## config.mk

```make
export PLATFORM = sky130hd
export DESIGN_NAME = lsu_bus_adapter_flat
export DESIGN_NICKNAME = d
export VERILOG_FILES = /design/src/rtl/lsu_bus_adapter_if.sv /design/src/rtl/lsu_bus_adapter.sv /design/src/flat_wrapper.sv
export SDC_FILE = /design/constraint.sdc
export NUM_CORES = 1
export LEC_CHECK = 0
export CORE_ASPECT_RATIO = 0.9
export CORE_MARGIN = 1
export CORE_UTILIZATION = 45
export DETAILED_ROUTE_END_ITERATION = 10
export PLACE_DENSITY = 0.81
export SYNTH_ARGS = -nofsm -noshare
export SYNTH_HDL_FRONTEND = slang
export SYNTH_SLANG_ARGS = --single-unit
export TNS_END_PERCENT = 100
```

## constraint.sdc

```tcl
create_clock -name clk -period 2.58 [get_ports clk]
set_input_delay 0.258 -clock clk [delete_from_list [all_inputs] [get_ports clk]]
set_output_delay 0.258 -clock clk [all_outputs]
set_load 0.1 [all_outputs]
```

## src/rtl/lsu_bus_adapter_if.sv

```systemverilog
// Data-bus interface between the load/store unit and external memory.
// One valid/ready request channel (address, write enable, byte enables,
// write data) and a response channel (valid plus read data). For writes,
// the response valid is the write acknowledge.
//   master: drives the request channel (the LSU adapter).
//   slave : drives ready and the response channel (memory or interconnect).
interface lsu_bus_adapter_if #(
  parameter int unsigned WIDTH_DATA = 32,
  parameter int unsigned WIDTH_ADDR = 32
);
  logic                  bus_req_valid;
  logic                  bus_req_ready;
  logic [WIDTH_ADDR-1:0] bus_addr;
  logic                  bus_we;
  logic [3:0]            bus_be;
  logic [WIDTH_DATA-1:0] bus_wdata;
  logic                  bus_rsp_valid;
  logic [WIDTH_DATA-1:0] bus_rsp_data;

  modport master (
    output bus_req_valid, bus_addr, bus_we, bus_be, bus_wdata,
    input  bus_req_ready, bus_rsp_valid, bus_rsp_data
  );

  modport slave (
    input  bus_req_valid, bus_addr, bus_we, bus_be, bus_wdata,
    output bus_req_ready, bus_rsp_valid, bus_rsp_data
  );
endinterface

```

## src/rtl/lsu_bus_adapter.sv

```systemverilog
// Multi-cycle load/store unit placed after the EX/MEM register. It turns one
// MEM-stage load or store into a single valid/ready bus transaction. It stalls
// the pipeline until the access completes, and returns aligned, extended load
// data.
//   clk, rst_n       : clock, asynchronous active-low reset
//   M_MemRead/Write  : MEM-stage load/store request (store wins if both are set)
//   M_funct3         : access size/sign (LB/LH/LW/LBU/LHU, SB/SH/SW)
//   M_addr, M_wdata  : byte address, right-aligned store data
//   lsu_rdata        : extended load result, held until the next load completes
//   lsu_stall        : hold the F/D/E/M stages
//   lsu_misalign     : one-cycle pulse when an access is rejected as misaligned
//   lsu_timeout      : one-cycle pulse when an access is aborted for no response
//   bus              : request/response data bus (master side)
// Only WIDTH_DATA == 32 is supported.
module lsu_bus_adapter #(
  parameter int unsigned WIDTH_DATA     = 32,
  parameter int unsigned WIDTH_ADDR     = 32,
  parameter int unsigned TIMEOUT_CYCLES = 16
) (
  input  logic                  clk,
  input  logic                  rst_n,
  input  logic                  M_MemRead,
  input  logic                  M_MemWrite,
  input  logic [2:0]            M_funct3,
  input  logic [WIDTH_ADDR-1:0] M_addr,
  input  logic [WIDTH_DATA-1:0] M_wdata,
  output logic [WIDTH_DATA-1:0] lsu_rdata,
  output logic                  lsu_stall,
  output logic                  lsu_misalign,
  output logic                  lsu_timeout,
  lsu_bus_adapter_if.master     bus
);

  typedef enum logic [1:0] {StIdle, StReq, StResp, StDone} state_e;

  localparam int unsigned CntW = $clog2(TIMEOUT_CYCLES + 1);
  localparam logic [CntW-1:0] CntMax = CntW'(TIMEOUT_CYCLES);

  state_e                state_q, state_d;
  logic [CntW-1:0]       cnt_q, cnt_d, cnt_inc;
  logic                  resp_timeout;

  logic [WIDTH_ADDR-1:0] addr_q;
  logic [2:0]            funct3_q;
  logic                  we_q;
  logic [3:0]            be_q, be_in;
  logic [WIDTH_DATA-1:0] wdata_q, wdata_in;
  logic [WIDTH_DATA-1:0] rdata_q, load_val;
  logic [7:0]            load_byte;
  logic [15:0]           load_half;

  logic                  req, misaligned, accept, req_valid;
  logic [1:0]            off;

  // Request decode. funct3[1:0]: 00 byte, 01 half, 1x word.
  assign req        = M_MemRead | M_MemWrite;
  assign off        = M_addr[1:0];
  assign misaligned = (M_funct3[1:0] == 2'b01) ? off[0] :
                      (M_funct3[1] ? (off != 2'b00) : 1'b0);

  // Store lane placement; loads always fetch the whole word.
  always_comb begin
    be_in    = 4'b1111;
    wdata_in = '0;
    if (M_MemWrite) begin
      case (M_funct3[1:0])
        2'b00: begin
          be_in    = 4'b0001 << off;
          wdata_in = {4{M_wdata[7:0]}};
        end
        2'b01: begin
          be_in    = off[1] ? 4'b1100 : 4'b0011;
          wdata_in = {2{M_wdata[15:0]}};
        end
        default: wdata_in = M_wdata;
      endcase
    end
  end

  // Load lane extraction from the response word.
  always_comb begin
    load_byte = bus.bus_rsp_data[{addr_q[1:0], 3'b000} +: 8];
    load_half = addr_q[1] ? bus.bus_rsp_data[31:16] : bus.bus_rsp_data[15:0];
    case (funct3_q)
      3'b000:  load_val = {{24{load_byte[7]}}, load_byte};
      3'b001:  load_val = {{16{load_half[15]}}, load_half};
      3'b100:  load_val = {24'h0, load_byte};
      3'b101:  load_val = {16'h0, load_half};
      default: load_val = bus.bus_rsp_data;
    endcase
  end

  assign cnt_inc      = cnt_q + CntW'(1);
  assign resp_timeout = (cnt_inc == CntMax);

  // FSM: state register
  always_ff @(posedge clk or negedge rst_n) begin
    if (!rst_n) begin
      state_q <= StIdle;
      cnt_q   <= '0;
    end else begin
      state_q <= state_d;
      cnt_q   <= cnt_d;
    end
  end

  // FSM: next state
  always_comb begin
    state_d = state_q;
    cnt_d   = cnt_q;
    unique case (state_q)
      StIdle: if (accept) state_d = StReq;
      StReq: begin
        if (bus.bus_req_ready) begin
          state_d = StResp;
          cnt_d   = '0;
        end
      end
      StResp: begin
        if (bus.bus_rsp_valid) begin
          state_d = StDone;
        end else begin
          cnt_d = cnt_inc;
          if (resp_timeout) state_d = StDone;
        end
      end
      StDone: state_d = StIdle;
    endcase
  end

  // FSM: outputs. Gating with rst_n keeps stall/misalign low while reset is
  // held even if the pipeline still presents a request.
  always_comb begin
    accept       = 1'b0;
    lsu_stall    = 1'b0;
    lsu_misalign = 1'b0;
    lsu_timeout  = 1'b0;
    req_valid    = 1'b0;
    unique case (state_q)
      StIdle: begin
        if (rst_n && req) begin
          if (misaligned) begin
            lsu_misalign = 1'b1;
          end else begin
            accept    = 1'b1;
            lsu_stall = 1'b1;
          end
        end
      end
      StReq: begin
        req_valid = 1'b1;
        lsu_stall = 1'b1;
      end
      StResp: lsu_stall = 1'b1;
      // The counter only reaches the limit on the timeout path.
      StDone: lsu_timeout = (cnt_q == CntMax);
    endcase
  end

  // Request capture and load result.
  always_ff @(posedge clk or negedge rst_n) begin
    if (!rst_n) begin
      addr_q   <= '0;
      funct3_q <= '0;
      we_q     <= 1'b0;
      be_q     <= '0;
      wdata_q  <= '0;
      rdata_q  <= '0;
    end else begin
      if (accept) begin
        addr_q   <= M_addr;
        funct3_q <= M_funct3;
        we_q     <= M_MemWrite;
        be_q     <= be_in;
        wdata_q  <= wdata_in;
      end
      if (state_q == StResp) begin
        if (bus.bus_rsp_valid) begin
          if (!we_q) rdata_q <= load_val;
        end else if (resp_timeout) begin
          rdata_q <= '0;
        end
      end
    end
  end

  assign bus.bus_req_valid = req_valid;
  assign bus.bus_addr      = {addr_q[WIDTH_ADDR-1:2], 2'b00};
  assign bus.bus_we        = we_q;
  assign bus.bus_be        = be_q;
  assign bus.bus_wdata     = wdata_q;

  assign lsu_rdata = lsu_misalign ? '0 : rdata_q;

endmodule

```

## src/flat_wrapper.sv

```systemverilog
// flat-port wrapper written by rule: the top's interface ports become plain ports
module lsu_bus_adapter_flat 
#(
  parameter int unsigned WIDTH_DATA     = 32,
  parameter int unsigned WIDTH_ADDR     = 32,
  parameter int unsigned TIMEOUT_CYCLES = 16
)
  (clk, rst_n, M_MemRead, M_MemWrite, M_funct3, M_addr, M_wdata, lsu_rdata, lsu_stall, lsu_misalign, lsu_timeout, bus_bus_req_valid, bus_bus_addr, bus_bus_we, bus_bus_be, bus_bus_wdata, bus_bus_req_ready, bus_bus_rsp_valid, bus_bus_rsp_data);
  lsu_bus_adapter_if #(.WIDTH_DATA(WIDTH_DATA), .WIDTH_ADDR(WIDTH_ADDR)) bus_i ();
  input  logic clk;
  input  logic rst_n;
  input  logic M_MemRead;
  input  logic M_MemWrite;
  input  logic [2:0] M_funct3;
  input  logic [WIDTH_ADDR-1:0] M_addr;
  input  logic [WIDTH_DATA-1:0] M_wdata;
  output logic [WIDTH_DATA-1:0] lsu_rdata;
  output logic lsu_stall;
  output logic lsu_misalign;
  output logic lsu_timeout;
  output wire logic [$bits(bus_i.bus_req_valid)-1:0] bus_bus_req_valid;
  output wire logic [$bits(bus_i.bus_addr)-1:0] bus_bus_addr;
  output wire logic [$bits(bus_i.bus_we)-1:0] bus_bus_we;
  output wire logic [$bits(bus_i.bus_be)-1:0] bus_bus_be;
  output wire logic [$bits(bus_i.bus_wdata)-1:0] bus_bus_wdata;
  input wire logic [$bits(bus_i.bus_req_ready)-1:0] bus_bus_req_ready;
  input wire logic [$bits(bus_i.bus_rsp_valid)-1:0] bus_bus_rsp_valid;
  input wire logic [$bits(bus_i.bus_rsp_data)-1:0] bus_bus_rsp_data;
  assign bus_bus_req_valid = bus_i.bus_req_valid;
  assign bus_bus_addr = bus_i.bus_addr;
  assign bus_bus_we = bus_i.bus_we;
  assign bus_bus_be = bus_i.bus_be;
  assign bus_bus_wdata = bus_i.bus_wdata;
  assign bus_i.bus_req_ready = bus_bus_req_ready;
  assign bus_i.bus_rsp_valid = bus_bus_rsp_valid;
  assign bus_i.bus_rsp_data = bus_bus_rsp_data;
  lsu_bus_adapter #(.WIDTH_DATA(WIDTH_DATA), .WIDTH_ADDR(WIDTH_ADDR), .TIMEOUT_CYCLES(TIMEOUT_CYCLES)) u_core (.clk(clk), .rst_n(rst_n), .M_MemRead(M_MemRead), .M_MemWrite(M_MemWrite), .M_funct3(M_funct3), .M_addr(M_addr), .M_wdata(M_wdata), .lsu_rdata(lsu_rdata), .lsu_stall(lsu_stall), .lsu_misalign(lsu_misalign), .lsu_timeout(lsu_timeout), .bus(bus_i));
endmodule
```

==> results of run 1 <==
-- worst max-delay path by stage --
stage	from	to	slack (ns)	cells after the start
global placement	M_addr[0]	lsu_rdata[29]	0.36	7
floorplan	u_core.state_q[0]	lsu_rdata[25]	-0.43	6
finish	M_addr[0]	lsu_rdata[1]	0.30	7
CTS	M_addr[0]	lsu_rdata[1]	0.29	7
detailed placement	M_addr[0]	lsu_rdata[1]	0.30	7
global route	M_addr[0]	lsu_rdata[1]	0.20	7
-- metrics by stage --
stage / instances / util (%) / TNS, ns / setup WS (ns) / cell area [um2]
5_1_grt: 916 / 66.4 / 0 / 0.196 / 8390
3_3_place_gp: 900 / 63.9 / 0 / 0.359 / 8080
6_report: 916 / 66.4 / 0 / 0.304 / 8390
4_1_cts: 916 / 66.4 / 0 / 0.293 / 8390
3_5_place_dp: 900 / 63.9 / 0 / 0.300 / 8080
2_1_floorplan: 583 / - / -2.55 / -0.425 / 5890
-- flip-flops by register name, indices dropped and copies added, names as in the netlist --
| register | count |
|---|---|
| u_core.state_q | 2 |
| u_core.rdata_q | 32 |
| u_core.bus.bus_be | 4 |
| u_core.bus.bus_we | 1 |
| u_core.funct3_q | 3 |
| u_core.addr_q | 32 |
| u_core.cnt_q | 5 |
| u_core.bus.bus_wdata | 32 |
-- cell families after synthesis --
| logic type | count (synthesis) | share of synthesized area, % |
|---|---|---|
| xor+xnor | 2 | 0.301 |
| mux | 70 | 13.5 |
| other cells | 1 | 0.0644 |
| simple gates | 179 | 14.4 |
| compound gates | 133 | 14.7 |
| buf+inv | 78 | 7.63 |
| flops | 111 | 47.7 |
| fa+ha+maj | 8 | 1.72 |
-- final cells by class --
cell class	instances	area [um2]
repair buffers	221	2370
flip-flops and latches	111	2780
fillers	939	4250
well taps	164	205
clock inverters	6	83.8
inverters	10	37.5
clock buffers	10	229
multi-input cells	394	2690
-- routing by layer --
layer  GRT usage (%)  vias up  wire length [um]
li1                -     2309                 -
met1            28.9     2363              6190
met2            43.3      215              8230
met3            7.31       18              1320
met4            6.88        0               271
met5               0        -                 0
-- cell usage in the layout (no fill, tap or decap), drive strengths merged, types with 2 or more instances in the layout --
master / instances
clkbuf: 10
a31oi: 2
inv: 11
a21o: 10
nand2b: 5
a211oi: 2
xor2: 2
o22ai: 14
dfrtp: 111
a221o: 16
buf: 118
nand3: 13
o21ai: 61
mux2i: 10
bufinv: 2
nor2: 9
nand2: 106
a21oi: 20
clkinv: 3
clkdlybuf4s50: 103
mux2: 59
conb: 2
ha: 8
nor3: 3
nor2b: 36
==> reports/qor.csv, run 1 <==
stage,metric,value,unit
sta,whs,0.0909,ns
die,core_area,12600,um2
detailed_routing,first_iter_violations,337,
final_layout,n_antenna_cell,0,
setup_path,required,2.32,ns
clock_tree,htreeDepth,3,
setup_path,r2r_slack,0.41,ns
global_routing,grt_pass1_wl,25200,um
sta,min_period,2.28,ns
die,io_pins,210,
setup_path,cp.arrival,2.02,ns
die,start_util,46.1,%
clock_tree,clkLatencyLatePin,0.35,ns
synth,avgSynthCellArea,10.0,um2
clock_tree,root_buffer,clkbuf_16,
setup_path,crit_fanout,20,
clock_tree,clkSlewWorstSetupHoldPaths,0.07,ns
global_routing,grt_max_degree,58,
global_routing,grt_pass1_vias,4956,
clock_tree,cts_hold_buf,0,
hold_path,worstHoldPathType,input port to async pin,
clock_tree,cts_sinks,111,
setup_path,regToRegEndpoint,u_core.rdata_q[29],
setup_path,reg2reg_from,u_core.cnt_q[0],
detailed_routing,dr.pass1.iters,8,
synth,ys_warn_count,0,
synth,synth_seq_cells,111,
sta,maxSlewViolCount,0,
synth,post-synth-top-count-cell,dfrtp_1,
setup_path,cp_slowest_cell,clkdlybuf4s50_1,
setup_path,path_class,input port to primary output,
final_layout,drive_gt1_share,31.8,%
setup_path,cp_slowest_stage_delay,0.50,ns
synth,yosys_most_used_dff,dfrtp_1,
place,dp_hpwl,12100,um
setup_path,worst-path-buf-inv,3,
setup_path,cp_top_family,buffers and inverters,
synth,ys_async_sr_fraction,100,%
die,dieWidth,122,um
synth,synth_commonest_cells,"111 x dfrtp_1, 105 x nand2_1, 59 x mux2_2, 59 x o21ai_0, 36 x nor2b_1",
final_layout,area_growth,44.2,%
synth,synth_area_leaders,"dfrtp_1 48%, mux2_2 11%, nand2_1 6.8%",
global_routing,groute.usage.overall,24.6,%
setup_path,crit_path_start_kind,input port,
synth,synth-edff-count,0,
sta,timing.final.crit_share,88.2,%
synth,synth_top_area_cell,dfrtp_1,
clock_tree,cts_tree,done,
run_status,violations,design-rule violations,
sta,slew_headroom,30.3,%
global_routing,antenna_found_initial,0,
clock_tree,cts_buffers,9,
clock_tree,clock_path_buffers,2,
detailed_routing,drtAntennaViolNets,0,
detailed_routing,route.detailed.drc,1,
sta,setup-violations-final,0,
synth,syn_inst,582,
flow_run,cap_violations,0,
run_status,status,"complete, but fails checks",
detailed_routing,wl_per_cell,17.5,um
synth,yosysUniqueCellTypes,48,
detailed_routing,via_per_inst,5.35,
setup_path,path_cells,clkdlybuf4s50_1 > a21o_1 > o21ai_1 > nor2_4 > buf_4 > nor2b_1 > buf_12,
die,die_h,110,um
clock_tree,cts_setup_buffers,0,
global_routing,overflow,0,
sta,hold_violations,0,
die,rows,39,
synth,synth-seq-area-share,47.7,%
die,dieArea,13400,um2
synth,synth_top_cell_area_share,47.7,%
sta,max_freq,439,MHz
final_layout,nets,860,
setup_path,end_kind,primary output,
sta,clock_skew,0.0113,ns
setup_path,r2r_cells,6,
sta,worstMarginPinSlew,1.04,ns
clock_tree,cts_resized,0,
detailed_routing,vias,4905,
place,io_buffers,207,
synth,netlist_area,5820,um2
place,finalWeightedCongestion,0.876,
detailed_routing,wl,16000,um
sta,rsz0062_at_grt,false,
Power of run 1 is left out: the tool's default activity adds up to more than one toggle a clock period on the data nets, which glitch-free logic cannot reach.
==> inputs of run 2 (changes only) <==
--- a/config.mk
+++ b/config.mk
@@ -8,6 +8,7 @@
 export CORE_ASPECT_RATIO = 0.9
 export CORE_MARGIN = 1
 export CORE_UTILIZATION = 45
+export CTS_BUF_LIST = sky130_fd_sc_hd__clkbuf_16
 export DETAILED_ROUTE_END_ITERATION = 10
 export PLACE_DENSITY = 0.81
 export SYNTH_ARGS = -nofsm -noshare
==> run 2 against run 1 <==
Against the previous run:
- the run still ends with design-rule violations left
- wire length barely moved
- via count barely moved
- global-route usage did not move
- die area did not move
- hold slack barely moved
- non-clock buffer count did not move
- sequential cell count did not move
- worst setup slack barely moved
- critical endpoint unchanged
- highest routed layer unchanged
==> reports/qor.csv, run 2 (synthesized netlist as in run 1, its figures left out) <==
stage,metric,value,unit
run_status,status,"complete, but fails checks",
run_status,violations,design-rule violations,
final_layout,regArea,2780,um2
die,start_util,46.1,%
detailed_routing,route.detailed.drc,1,
clock_tree,cts_hold_buf,0,
flow_run,cap_violations,0,
sta,slew_headroom,30.3,%
die,die_h,110,um
clock_tree,cts_sinks,111,
detailed_routing,dr.pass1.iters,8,
sta,min_period,2.28,ns
hold_path,worstHoldPathType,input port to async pin,
sta,rsz0062_at_grt,false,
die,dieArea,13400,um2
sta,maxSlewViolCount,0,
clock_tree,cts_tree,done,
global_routing,grt_max_degree,58,
final_layout,area_growth,44.2,%
detailed_routing,via_per_inst,5.35,
final_layout,final_cells,916,
sta,max_freq,439,MHz
setup_path,cp.arrival,2.02,ns
setup_path,crit_path_start_kind,input port,
sta,timing.final.crit_share,88.2,%
detailed_routing,wl,16000,um
die,dieWidth,122,um
clock_tree,clock_path_buffers,2,
clock_tree,clkSlewWorstSetupHoldPaths,0.07,ns
setup_path,r2r_cells,6,
final_layout,nets,860,
final_layout,n_antenna_cell,0,
final_layout,layout_common_cells,"111 x dfrtp_1, 105 x nand2_1, 103 x clkdlybuf4s50_1, 82 x buf_4",
global_routing,overflow,0,
detailed_routing,first_iter_violations,337,
setup_path,end_kind,primary output,
sta,worstMarginPinSlew,1.04,ns
detailed_routing,vias,4904,
final_layout,multi_input_area,2690,um2
setup_path,required,2.32,ns
clock_tree,cts_setup_buffers,0,
clock_tree,htreeDepth,3,
place,io_buffers,207,
place,dp_hpwl,12100,um
die,io_pins,210,
global_routing,antenna_found_initial,0,
sta,hold_violations,0,
sta,clock_skew,0.0110,ns
clock_tree,clkLatencyLatePin,0.35,ns
detailed_routing,drtAntennaViolNets,0,
final_layout,fillers,939,
die,rows,39,
die,core_area,12600,um2
setup_path,path_class,input port to primary output,
place,dpl.cell_count,900,
global_routing,groute.usage.overall,24.6,%
sta,setup-violations-final,0,
place,finalWeightedCongestion,0.876,
clock_tree,root_buffer,clkbuf_16,
global_routing,grt_pass1_vias,4956,
setup_path,crit_fanout,20,
global_routing,grt_pass1_wl,25200,um
clock_tree,cts_buffers,9,
detailed_routing,wl_per_cell,17.5,um
final_layout,drive_gt1_share,31.8,%
clock_tree,cts_resized,0,
final_layout,layout_commonest_cell,dfrtp_1,
==> run 2: stage by stage <==
| step | worst slack (ns) | hold slack [ns] | instance area, um2 | TNS, ns | utilization [%] |
|---|---|---|---|---|---|
| after floorplan | -0.425 | -0.0376 | 5890 | -2.55 | - |
| after global placement | 0.359 | 0.451 | 8080 | 0 | 63.9 |
| after detailed placement | 0.300 | 0.454 | 8080 | 0 | 63.9 |
| after CTS | 0.293 | 0.123 | 8390 | 0 | 66.4 |
| after global routing | 0.196 | 0.153 | 8390 | 0 | 66.4 |
| final | 0.304 | 0.0911 | 8390 | 0 | 66.4 |
==> run 2: path summary, 6_finish.rpt <==
| kind | startpoint | to | slack (ns) |
|---|---|---|---|
| max in group asynchronous | rst_n | u_core.addr_q[10] | 1.33 |
| hold reg to reg | u_core.rdata_q[1] | u_core.rdata_q[1] | 0.47 |
| setup reg to reg | u_core.cnt_q[0] | u_core.rdata_q[29] | 0.41 |
| hold / removal | rst_n | u_core.bus.bus_wdata[20] | 0.09 |
| min in group clk | u_core.rdata_q[1] | u_core.rdata_q[1] | 0.47 |
| setup / recovery | M_addr[0] | lsu_rdata[1] | 0.30 |
==> run 2: critical path, stage by stage <==
cell and delay, ns:
clkdlybuf4s50_1 0.50, a21o_1 0.21, o21ai_1 0.25, nor2_4 0.09
buf_4 0.24, nor2b_1 0.25, buf_12 0.21
==> run 2: area by class of cell <==
type | instances | area share, %
clock buffer | 9 | 2.68
clock inverter | 7 | 1.04
inverter | 10 | 0.447
multi-input combinational | 394 | 32.1
sequential | 111 | 33.1
tap | 164 | 2.45
timing repair buffer | 221 | 28.2
==> run 2: layer usage <==
layer	track usage (%)	up-vias	routed length, um
met1	28.9	2362	6200
met2	43.3	215	8220
met4	6.88	0	271
met3	7.31	18	1320
li1	-	2309	-
met5	0	-	0
Power of run 2 is left out for the same reason.
